`src/rtl/serial_sub_ctrl.sv`:
```
// Bit-serial subtractor sequencer: computes diff = a - b (mod 2^WIDTH) and the final borrow
// by running one full-subtractor bit cell over WIDTH cycles, LSB first.
module serial_sub_ctrl #(
    parameter int unsigned WIDTH = 8
) (
    input  logic             clk,
    input  logic             rst_n,
    input  logic             start,
    input  logic [WIDTH-1:0] a,
    input  logic [WIDTH-1:0] b,
    output logic             busy,
    output logic             done,
    output logic [WIDTH-1:0] diff,
    output logic             borrow
);

    localparam int unsigned CNT_W = (WIDTH > 1) ? $clog2(WIDTH) : 1;

    typedef enum logic [1:0] {
        IDLE = 2'd0,
        RUN  = 2'd1,
        DONE = 2'd2
    } state_e;

    state_e           state_q, state_d;
    logic [WIDTH-1:0] sa_q, sa_d, sb_q, sb_d, res_q, res_d, diff_q, diff_d;
    logic [CNT_W-1:0] cnt_q, cnt_d;
    logic             bin_q, bin_d, borrow_q, borrow_d, busy_q, busy_d, done_q, done_d;
    logic             d_bit, bout, last_bit;

    // Full-subtractor bit cell on the current operand LSBs
    assign d_bit    = sa_q[0] ^ sb_q[0] ^ bin_q;
    assign bout     = (~sa_q[0] & sb_q[0]) | (~(sa_q[0] ^ sb_q[0]) & bin_q);
    assign last_bit = (cnt_q == CNT_W'(WIDTH - 1));

    always_ff @(posedge clk or negedge rst_n) begin
        if (!rst_n) begin
            state_q <= IDLE;
        end else begin
            state_q <= state_d;
        end
    end

    always_comb begin
        state_d = state_q;
        case (state_q)
            IDLE:    if (start) state_d = RUN;
            RUN:     if (last_bit) state_d = DONE;
            DONE:    state_d = IDLE;
            default: state_d = IDLE;
        endcase
    end

    // Datapath and registered-output next values
    always_comb begin
        sa_d     = sa_q;
        sb_d     = sb_q;
        res_d    = res_q;
        cnt_d    = cnt_q;
        bin_d    = bin_q;
        diff_d   = diff_q;
        borrow_d = borrow_q;
        busy_d   = (state_d != IDLE);
        done_d   = (state_d == DONE);
        case (state_q)
            IDLE: begin
                if (start) begin
                    sa_d  = a;
                    sb_d  = b;
                    res_d = '0;
                    cnt_d = '0;
                    bin_d = 1'b0;
                end
            end
            RUN: begin
                sa_d  = sa_q >> 1;
                sb_d  = sb_q >> 1;
                res_d = (res_q >> 1) | (WIDTH'(d_bit) << (WIDTH - 1));
                bin_d = bout;
                cnt_d = cnt_q + CNT_W'(1);
                if (last_bit) begin
                    diff_d   = res_d;
                    borrow_d = bout;
                end
            end
            default: ;
        endcase
    end

    always_ff @(posedge clk or negedge rst_n) begin
        if (!rst_n) begin
            sa_q     <= '0;
            sb_q     <= '0;
            res_q    <= '0;
            cnt_q    <= '0;
            bin_q    <= 1'b0;
            diff_q   <= '0;
            borrow_q <= 1'b0;
            busy_q   <= 1'b0;
            done_q   <= 1'b0;
        end else begin
            sa_q     <= sa_d;
            sb_q     <= sb_d;
            res_q    <= res_d;
            cnt_q    <= cnt_d;
            bin_q    <= bin_d;
            diff_q   <= diff_d;
            borrow_q <= borrow_d;
            busy_q   <= busy_d;
            done_q   <= done_d;
        end
    end

    assign busy   = busy_q;
    assign done   = done_q;
    assign diff   = diff_q;
    assign borrow = borrow_q;

endmodule

```
`config.mk`:
```
export PLATFORM = sky130hd
export DESIGN_NAME = serial_sub_ctrl
export DESIGN_NICKNAME = d
export VERILOG_FILES = /design/src/rtl/serial_sub_ctrl.sv
export SDC_FILE = /design/constraint.sdc
export NUM_CORES = 1
export LEC_CHECK = 0
export BUFFER_PORTS_ARGS = -buffer_cell sky130_fd_sc_hd__buf_2
export CORE_MARGIN = 2
export CORE_UTILIZATION = 55
export DETAILED_ROUTE_END_ITERATION = 7
export HOLD_SLACK_MARGIN = 0.05
export PLACE_DENSITY = 0.79
export SETUP_SLACK_MARGIN = 0.02
export SLEW_MARGIN = 20
export SYNTH_ARGS = -nofsm -noshare
export SYNTH_HDL_FRONTEND = slang
export SYNTH_SLANG_ARGS = --single-unit
```
`constraint.sdc`:
```
create_clock -name clk -period 2.25 [get_ports clk]
set_input_delay 0.1125 -clock clk [delete_from_list [all_inputs] [get_ports clk]]
set_output_delay 0.1125 -clock clk [all_outputs]
set_load 0.02 [all_outputs]
```
Word level (Yosys, flattened, before mapping)
Cells that the tools add are included.
{ "totals": {"out_inout_bits": 11, "reg_bits": 41, "mem_count": 0, "wordCells": 41, "input_bits": 19, "mem_bits_ro": 0, "latchBits": 0, "ramBits": 0} }
{ "classes": {"n_reduce_logical": 5, "shift": 0, "n_addsub": 1, "n_lt_le_gt_ge": 0, "eq_ne": 4, "mux": 13, "mul": 0, "n_bitwise": 8, "n_div": 0} }
{ "ops": {"columns": ["cell", "n"], "rows": [
  ["$pmux W8 S2", 3],
  ["$mux W8", 3],
  ["$or A7 B8 Y8", 1],
  ["$pmux W3 S2", 1],
  ["$mux W2", 2],
  ["$pmux W2 S2", 1],
  ["$reduce_and A2 Y1", 2],
  ["$reduce_bool A2 Y1", 2],
  ["$add A3 B1 Y3 const B", 1],
  ["$eq A3 B3 Y1 const B", 1],
  ["$mux W3", 1],
  ["$and A1 B1 Y1", 2],
  ["$eq A2 B1 Y1 const B", 1],
  ["$eq A2 B2 Y1 const B", 1],
  ["$logic_not A2 Y1", 1],
  ["$ne A2 B2 Y1 const B", 1],
  ["$not A1 Y1", 2],
  ["$pmux W1 S2", 1],
  ["$xor A1 B1 Y1", 2],
  ["$mux W1", 1],
  ["$or A1 B1 Y1", 1]
]} }

Logic depth before layout (Yosys ltp)
Gate-level depths: netlist (run 1).
{ "depth": {"word_depth": 5, "ltp_mapped": 6, "ltp_nobuf": 5} }

Worst setup path after synthesis (run 1)
No wires, ideal clock.
{ "synth_timing": {"path_kind": "reg-to-reg", "start": "reg cnt_q[0]", "end": "reg diff_q[2] (netlist: diff[2])", "synth_period_minus_slack_ps": 1431, "slack_ps": 819, "path_stages_with_launch": 6, "arrival_time_ps": 1306, "setup_time_ps": 125, "required_ps": 2125, "cell_sequence": "dfrtp_1 > ha_1 > ha_1 > nand3b_4 > buf_6 > mux2_4"} }
{ "synth_between": {"elab_chain_cells": 2} }
{ "synth_lines": {"columns": ["element", "line_no", "text"], "rows": [
  ["start: declaration", "27", "logic [CNT_W-1:0] cnt_q, cnt_d;"],
  ["start signal: assignment", "105", "cnt_q <= cnt_d;"],
  ["$eq A3 B3 Y1", "34", "assign last_bit = (cnt_q == CNT_W'(WIDTH - 1));"],
  ["$reduce_and A2 Y1 (no line)", null, null],
  ["end signal: assignment", "107", "diff_q <= diff_d;"],
  ["end: declaration", "26", "logic [WIDTH-1:0] sa_q, sa_d, sb_q, sb_d, res_q, res_d, diff_q, diff_d;"]
]} }
No other way between the ends.
A chain may end at the register's enable or synchronous reset.

Worst setup path after layout (run 1)
{ "layout_timing": {"start": "reg state_q[1]", "end": "reg sa_q[5]"} }
{ "layout_between": {"elab_chain_cells": 3, "word_cells_on_any_way": 6} }
{ "layout_lines": {"columns": ["element", "line_no", "text"], "rows": [
  ["start: declaration", "25", "state_e state_q, state_d;"],
  ["start signal: assignment", "40", "state_q <= state_d;"],
  ["$eq A2 B1 Y1 / $logic_not A2 Y1 (equally long branches)", "65", "case (state_q)"],
  ["$reduce_bool A2 Y1 (no line) / $ne A2 B2 Y1 (equally long branches)", null, null],
  ["$reduce_and A2 Y1 (no line)", null, null],
  ["end signal: assignment", "92", "sa_q <= '0;"],
  ["end signal: assignment", "102", "sa_q <= sa_d;"],
  ["end: declaration", "26", null]
]} }
Parallel ways exist; a longest one is shown, timed or not.

==> run_results.csv, run 1 <==
group,metric,value,unit
critical_path,critPathKind,"register to register",
power,p_leak,0.956,nW
critical_path,arrival,1770,ps
critical_path,endpoint_kind,"register",
critical_path,path_delay_family,"simple AND/OR/NAND/NOR gates",
placement,place_inst,193,
floorplan,core,3000,µm²
clock_tree,htreeDepth,2,
synthesis,synthSimpleGateAreaFrac,0.0476,
run,cap_violations,0,
global_route,grt-ovfl-total,0,
route,drc_errors,0,
global_route,grt_pass1_wl,5470,µm
cells_and_area,layout.cells.non_filler,205,
synthesis,synth-adder-area-share,0.0264,
synthesis,synth.area.mux_share,0.0659,
critical_path,slowest_delay,570,ps
critical_path,required,2510,ps
cells_and_area,drive_gt1_frac,0.285,
floorplan,die_w,59.7,µm
critical_path,critPathBufInv,0,
sta,rsz0062_at_grt,"false",
route,initialDrtViolationCount,123,
sta,report.final.slew_viol_count,0,
route,wl,3200,µm
sta,period_share,0.672,
floorplan,row_count,20,
floorplan,pin_count,30,
route,routedWlPerCell,15.6,µm
floorplan,initial_core_util,0.569,
cells_and_area,nets,193,
sta,min_period,1510,ps
synthesis,yosys.area.top_type,"dfrtp_1",
global_route,grt_pass1_vias,1187,
sta,slew_headroom,0.410,
sta,fin_skew,16.6,ps
clock_tree,cts_buffers,5,
floorplan,die-area,3570,µm²
power,power_density,1370,nW/µm²
clock_tree,insertion_delay,350,ps
global_route,grt_usage,0.206,
sta,fin_setup_tns,0,ps
critical_path,slowest_stage,"nand2b_1",
cells_and_area,diodes,0,
placement,dp_hpwl,2100,µm
floorplan,die_h,59.7,µm
synthesis,synth_area,1710,µm²
route,via_per_inst,6.02,
sta,fmax,661,MHz
placement,place_area,1830,µm²
synthesis,ys_top_cells_by_area,"dfrtp_1 59%, o22ai_1 11%, mux2_4 5.3%",
clock_tree,cts-root-buf,"clkbuf_4",
placement,gp_congestion,0.796,
critical_path,crit_fanout,16,
synthesis,synth_cells,140,
clock_tree,hold_buffers,4,
clock_tree,clock-sinks,40,
cells_and_area,areaGrowthSynthToFinish,14.1,%
route,antenna_left,0,
power,vdd_drop_max,0.000738,V
synthesis,synth_area_per_cell,12.2,µm²
synthesis,ys_seq_area_frac,0.586,
sta,hold_viol,0,
placement,io_buffer_count,29,
route,dr_total_vias,1234,
clock_tree,clock_path_buffers,2,
synthesis,yosys.area.top_type_share,0.586,
synthesis,yosysWarnings,0,
route,first_pass_iters,4,
global_route,antenna_found_initial,0,
synthesis,syn-num-nets,162,
critical_path,crit_path_start_kind,"register",
critical_path,cp_cell_sequence,"nand2b_1, o22ai_1, a21oi_1",
sta,tightest_slew,885,ps
synthesis,synth-compound-area-share,0.218,
synthesis,synth_top_family_by_area,"compound AO/OA/AOI/OAI gates",
status,status,"completed",
synthesis,ys_ff_latch,40,
clock_tree,cts_tree,"done",
global_route,grt_max_degree,41,
cells_and_area,final_core_utilization,0.649,
synthesis,ys_types,24,
clock_tree,cts_resized,0,
sta,setup_viol,0,
min_path,hp-class,"primary input to register",
synthesis,synthXorXnorAreaFrac,0,
cells_and_area,design_area,1950,µm²
clock_tree,clkTransAtPathRegs,120,ps
clock_tree,post-cts-setup-buffers,0,
path summary, 6_finish.rpt:
check / startpoint / slack, ps / to / cells past startpoint
setup reg to reg: state_q[1]$_DFF_PN0_ / 740 / sa_q[5]$_DFFE_PN0P_ / 3
min in group asynchronous: rst_n / 410 / busy$_DFF_PN0_ / 2
max in group asynchronous: rst_n / 1280 / cnt_q[0]$_DFFE_PN0P_ / 2
hold reg to reg: res_q[1]$_DFFE_PN0P_ / 510 / res_q[1]$_DFFE_PN0P_ / 1
setup / recovery: state_q[1]$_DFF_PN0_ / 740 / sa_q[5]$_DFFE_PN0P_ / 3
hold / removal: a[0] / 50 / sa_q[0]$_DFFE_PN0P_ / 3
logic make-up (layout without fill, tap and decap cells):
| logic type | count (synthesis) | in the layout |
|---|---|---|
| AOI/OAI and AO/OA | 60 | 60 |
| DFF | 40 | 40 |
| buffers and inverters | 17 | 49 |
| and+or+nand+nor | 12 | 12 |
| muxes | 8 | 8 |
| adders and majority gates | 3 | 3 |
cell usage after synthesis:
cell type,number
ha_1,2
o21ai_1,1
nor2b_1,2
nor2_4,1
nand2b_1,1
inv_2,1
buf_2,4
fa_1,1
mux2_2,2
buf_4,3
dfrtp_1,40
a21oi_1,15
o21ai_0,5
buf_6,2
nand2b_2,1
o21bai_1,1
clkbuf_1,1
nand2_1,4
mux2_4,6
nand3b_4,1
o22ai_1,29
nor2_1,2
a22o_1,9
inv_1,6
layer usage:
metal,up-vias,share of wire,GRT usage
li1,585,-,-
met1,601,0.47,0.291
met2,43,0.45,0.312
met3,5,0.069,0.0649
met4,0,0.0094,0.0476
met5,-,0,0
placed cells by master (no fill, tap or decap), types with 2 or more instances in the layout:
cell / count
nand2_1: 4
mux2_2: 2
a22o_1: 9
dfrtp_1: 40
o22ai_1: 29
ha_1: 2
o21ai_0: 5
mux2_4: 6
buf_2: 29
nor2b_1: 2
clkbuf_4: 5
dlygate4sd3_1: 4
nor2_1: 2
inv_1: 6
a21oi_1: 15
tightest hold or removal path, stage by stage:
cell	delay, ps
buf_2	80
o22ai_1	50
a21oi_1	130
layout make-up:
class / count / area (µm²)
inverter: 7 / 26.3
clock inverter: 2 / 35.0
sequential: 40 / 1000
clock buffer: 6 / 41.3
timing repair buffer: 34 / 193
fill: 236 / 1050
tap: 33 / 41.3
multi-input combinational: 83 / 612
where the power goes:
group / leakage, nW / internal [mW] / switching (mW) / total [mW]
clock: 0.0422 / 0.233 / 0.223 / 0.456
sequential: 0.494 / 1.02 / 0.231 / 1.25
combinational: 0.419 / 0.449 / 0.511 / 0.960
registers in the layout, indices dropped and copies added, names as in the netlist:
register,cells
diff,8
sa_q,8
sb_q,8
res_q,7
cnt_q,3
state_q,2
bin_q,1
borrow,1
busy,1
done,1
through the flow:
stage                     hold WS [ps]  setup slack [ps]  total power [mW]
final                             54.1               738              2.67
after global routing              60.9               578              2.87
after CTS                         50.9               736              2.69
after detailed placement           272               748              2.23
after global placement             254               804              2.16
after floorplan                   -183               819              1.99
Note: power is estimated with default switching activity, not from simulation.
==> run 2: changes to the inputs <==
- CORE_UTILIZATION: 55 -> 54
- PLACE_DENSITY: 0.79 -> 0.77
- clock period: 2.25 -> 1.5 ns (I/O delays scaled with it)
==> run 2 against run 1 <==
  * Non-clock buffer count increased by 18
  * Sequential share of layout area decreased by 4.8 points
  * Total power increased by 57%
  * Die area increased by 1.7%
  * Hold slack improved by 63 ps
  * Flip-flop and latch count unchanged
  * Utilization increased by 6.2 points
  * Design area increased by 10%
  * Critical endpoint is now diff[0]$_DFFE_PN0P_
==> run_results.csv, run 2 (synthesis results as in run 1) <==
group,metric,value,unit
floorplan,initial_core_util,0.564,
sta,fin_skew,19.4,ps
clock_tree,htreeDepth,2,
route,first_pass_iters,4,
placement,io_buffer_count,29,
route,antenna_left,0,
placement,place_ws,-40.5,ps
floorplan,die_w,60.2,µm
critical_path,path_delay_family,"adder cells",
power,vdd_drop_max,0.00115,V
min_path,hp-class,"primary input to register",
route,dr_total_vias,1342,
critical_path,critPathBufInv,0,
clock_tree,cts_tree,"done",
floorplan,die-area,3630,µm²
cells_and_area,areaGrowthSynthToFinish,26.0,%
floorplan,pin_count,30,
clock_tree,clock-sinks,40,
global_route,grt-ovfl-total,0,
global_route,grt_max_degree,41,
clock_tree,post-cts-setup-buffers,0,
critical_path,arrival,1670,ps
sta,setup_viol,0,
critical_path,crit_fanout,5,
floorplan,die_h,60.2,µm
critical_path,endpoint_kind,"register",
global_route,antenna_found_initial,0,
route,routedWlPerCell,16.0,µm
floorplan,core,3030,µm²
clock_tree,clock_path_buffers,2,
route,via_per_inst,5.71,
run,cap_violations,0,
power,power_density,1940,nW/µm²
placement,gp_congestion,0.790,
global_route,grt_pass1_vias,1322,
critical_path,critPathKind,"register to register",
clock_tree,cts_buffers,5,
sta,hold_viol,0,
power,internal_power,2.63,mW
critical_path,slowest_stage,"dfrtp_1",
route,initialDrtViolationCount,92,
power,finalPower,4.18,mW
clock_tree,insertion_delay,360,ps
critical_path,required,1740,ps
cells_and_area,nets,212,
global_route,grt_usage,0.231,
power,pwr-share-seq,0.451,
power,p_sw,1.55,mW
power,power_frac_comb,0.380,
sta,report.final.slew_viol_count,0,
cells_and_area,diodes,0,
cells_and_area,final_common_cell,"dfrtp_1",
sta,min_period,1420,ps
global_route,grt_pass1_wl,5980,µm
sta,fmax,702,MHz
placement,dp_hpwl,2350,µm
status,status,"completed",
sta,setup_slack,75.1,ps
route,drc_errors,0,
critical_path,crit_path_start_kind,"register",
cells_and_area,drive_gt1_frac,0.304,
sta,rsz0062_at_grt,"false",
critical_path,slowest_delay,410,ps
sta,tightest_slew,502,ps
placement,place_inst,209,
power,clockPowerShare,0.169,
cells_and_area,layout.cells.non_filler,235,
floorplan,row_count,20,
power,p_leak,1.04,nW
route,wl,3750,µm
sta,slew_headroom,0.665,
sta,fin_setup_tns,0,ps
clock_tree,clkTransAtPathRegs,110,ps
cells_and_area,final_cell_mix,"40 x dfrtp_1, 29 x o22ai_1, 29 x buf_2",
clock_tree,cts-root-buf,"clkbuf_4",
sta,period_share,0.950,
critical_path,cp_cell_sequence,"ha_1, ha_2, nand3b_4, mux2_2",
cells_and_area,fillers,190,
power,switching_share,0.370,
[run 2: changes by cell type in the layout (fill, tap and decap cells not counted), sizes merged]
cell	before	now
buf	30	35
clkbuf	6	5
clkinvlp	0	1
dlygate4sd3	4	17
nand3b	1	2
[run 2: stage by stage]
step / instance area (µm²) / hold WS, ps / utilization
detailed placement: 1880 / 154 / 0.622
CTS: 2150 / 113 / 0.711
global placement: 1880 / 147 / 0.622
floorplan: 1710 / -221 / -
finish: 2150 / 117 / 0.711
global route: 2150 / 162 / 0.711
[run 2: layer usage]
metal  up-vias  global-route usage  wire (µm)
li1        624                   -          -
met1       657               0.289       1630
met2        50               0.379       1860
met3        11              0.0476        183
met4         0               0.117         75
met5         -                   0          0
[run 2: final timing paths]
path | end | start | slack, ps | depth (start not counted)
max | diff[0]$_DFFE_PN0P_ | cnt_q[0]$_DFFE_PN0P_ | 80 | 4
min | sa_q[7]$_DFFE_PN0P_ | start | 120 | 4
max reg2reg | diff[0]$_DFFE_PN0P_ | cnt_q[0]$_DFFE_PN0P_ | 80 | 4
min reg2reg | borrow$_DFFE_PN0P_ | borrow$_DFFE_PN0P_ | 490 | 2
max in group asynchronous | diff[0]$_DFFE_PN0P_ | rst_n | 860 | 3
min in group asynchronous | sa_q[0]$_DFFE_PN0P_ | rst_n | 280 | 3
[run 2: power groups by stage]
stage / Combinational (mW) / Sequential [mW] / Clock, mW
3_5_place_dp: 1.51 / 1.90 / 0
3_3_place_gp: 1.44 / 1.86 / 0
5_1_grt: 1.76 / 1.94 / 0.753
6_report: 1.59 / 1.88 / 0.707
4_1_cts: 1.58 / 1.88 / 0.720
2_1_floorplan: 1.05 / 1.93 / 0
[run 2: final cells by class]
class                   count  area [µm²]  area share
clock buffers               5        37.5      0.0174
clock inverters             3        42.5      0.0198
inverters                   7        26.3      0.0122
multi-input cells          84         629       0.292
flip-flops and latches     40        1000       0.465
well taps                  44        55.1      0.0256
repair buffers             52         360       0.167
[run 2: repair_timing]
item,CTS,global route
gates resized for setup,2,0
hold endpoints to repair,56,0
endpoints found under the setup margin,3,0
hold buffers,17,0
[run 2: worst min-delay path: stages]
cell     delay, ps
buf_2          120
nor2_1          50
o21ai_0        120
o21ai_0         80
==> run 3: changes to the inputs <==
- CORE_UTILIZATION: 54 -> 49
- PLACE_DENSITY: 0.77 -> 0.74
- clock period: 1.5 -> 1.28 ns (I/O delays scaled with it)
==> run 3 against run 2 <==
  * Fmax rose by 5.6%
  * Utilization fell by 1.8 points
  * Critical path depth did not move
  * Flip-flop and latch count did not move
  * Via count rose by 1.1%
  * Non-clock buffer count rose by 11
  * The flow now finishes with violations (negative setup slack)
  * Sequential power rose by 18%
==> run_results.csv, run 3 (synthesis results as in run 1) <==
group,metric,value,unit
status,status,"complete, but fails checks",
status,failed_checks,"negative setup slack",
route,antenna_left,0,
floorplan,core,3340,µm²
sta,hold_viol,0,
cells_and_area,final_common_cell,"dfrtp_1",
cells_and_area,drive_gt1_frac,0.381,
global_route,grt_max_degree,24,
sta,rsz0062_at_grt,"true",
critical_path,regToRegStartpoint,"cnt_q[1]$_DFFE_PN0P_",
sta,period_share,1.05,
critical_path,crit_fanout,5,
cells_and_area,diodes,0,
sta,slew_headroom,0.716,
placement,dp_hpwl,2360,µm
clock_tree,insertion_delay,360,ps
global_route,grt_pass1_vias,1337,
power,finalPower,5.10,mW
critical_path,required,1530,ps
floorplan,initial_core_util,0.512,
cells_and_area,layout.cells.non_filler,248,
clock_tree,cts-root-buf,"clkbuf_4",
placement,io_buffer_count,29,
sta,min_period,1350,ps
global_route,antenna_found_initial,0,
clock_tree,cts_buffers,5,
route,via_per_inst,5.47,
clock_tree,clock-sinks,40,
global_route,grt_pass1_wl,6490,µm
run,cap_violations,0,
power,p_leak,1.11,nW
sta,fmax,741,MHz
clock_tree,cts_tree,"done",
sta,setup_viol,8,
sta,hold_slack,148,ps
clock_tree,htreeDepth,2,
critical_path,crit_end,"diff[2]$_DFFE_PN0P_",
placement,place_inst,216,
sta,setup_slack,-68.8,ps
critical_path,r2r_end,"diff[2]$_DFFE_PN0P_",
route,routedWlPerCell,15.5,µm
global_route,grt_usage,0.212,
route,wl,3840,µm
cells_and_area,final_core_utilization,0.693,
min_path,hp-class,"primary input to register",
route,initialDrtViolationCount,79,
floorplan,die_h,63.0,µm
cells_and_area,areaGrowthSynthToFinish,35.3,%
min_path,holdCritStartpoint,"start",
route,dr_total_vias,1357,
floorplan,die-area,3970,µm²
global_route,grt-ovfl-total,0,
clock_tree,clock_path_buffers,2,
critical_path,r2r_slack,-70,ps
sta,fin_skew,7.23,ps
power,vdd_drop_max,0.000950,V
route,drc_errors,0,
sta,report.final.slew_viol_count,0,
critical_path,startpoint,"cnt_q[1]$_DFFE_PN0P_",
power,power_density,2210,nW/µm²
critical_path,arrival,1600,ps
sta,tightest_slew,425,ps
cells_and_area,final_cell_mix,"39 x dfrtp_1, 29 x o22ai_1, 29 x buf_2",
route,first_pass_iters,4,
clock_tree,clkTransAtPathRegs,110,ps
critical_path,reg2regPathDepth,4,
cells_and_area,nets,223,
critical_path,crit_path_start_kind,"register",
placement,gp_congestion,0.763,
floorplan,pin_count,30,
critical_path,endpoint_kind,"register",
critical_path,critPathKind,"register to register",
floorplan,row_count,21,
floorplan,die_w,63.0,µm
sta,fin_setup_tns,-390,ps
run 3: what timing repair did:
action	4_1_cts	5_1_grt
setup buffers	2	4
hold buffers	17	0
resized for setup	6	10
hold endpoints to repair	56	0
gates cloned	1	0
pin swaps	1	1
setup endpoints to repair	21	31
run 3: critical path, stage by stage (launching register included):
cell and delay, ps:
dfrtp_1 410, ha_2 200, ha_4 180, nand3b_4 140
mux2_4 310
run 3: where the power goes:
group	switching (mW)	total (mW)	leakage, nW	internal (mW)
Combinational	1.09	2.22	0.584	1.13
Clock	0.407	0.668	0.0380	0.261
Sequential	0.410	2.21	0.492	1.80
Total	1.90	5.10	1.11	3.19
run 3: worst min-delay path by stage:
| stage | to | cells past startpoint |
|---|---|---|
| 6_report | state_q[0]$_DFF_PN0_ | 3 |
| 3_5_place_dp | sa_q[6]$_DFFE_PN0P_ | 1 |
| 4_1_cts | state_q[0]$_DFF_PN0_ | 3 |
| 3_3_place_gp | sa_q[6]$_DFFE_PN0P_ | 1 |
| 2_1_floorplan | bin_q$_DFFE_PN0P_ | 0 |
| 5_1_grt | state_q[0]$_DFF_PN0_ | 3 |
run 3: final cells by class:
class | count | area [µm²]
sequential | 40 | 1000
inverter | 7 | 30.0
timing repair buffer | 63 | 475
multi-input combinational | 84 | 684
clock inverter | 2 | 10.0
fill | 238 | 1030
clock buffer | 6 | 51.3
tap | 46 | 57.6
run 3: layer usage:
metal | wire, µm | vias to the layer above | GRT usage | share of wire
met2 | 1950 | 35 | 0.342 | 0.51
li1 | - | 649 | - | -
met4 | 74 | 0 | 0.0889 | 0.019
met1 | 1670 | 666 | 0.280 | 0.44
met3 | 137 | 7 | 0.0450 | 0.036
met5 | 0 | - | 0 | 0
run 3: per-stage QoR:
| stage | setup slack, ps | instance area (µm²) |
|---|---|---|
| after global routing | -104 | 2310 |
| after detailed placement | -133 | 1960 |
| after global placement | -73.6 | 1960 |
| after CTS | -53.3 | 2250 |
| final | -68.8 | 2310 |
| after floorplan | -74.4 | 1720 |
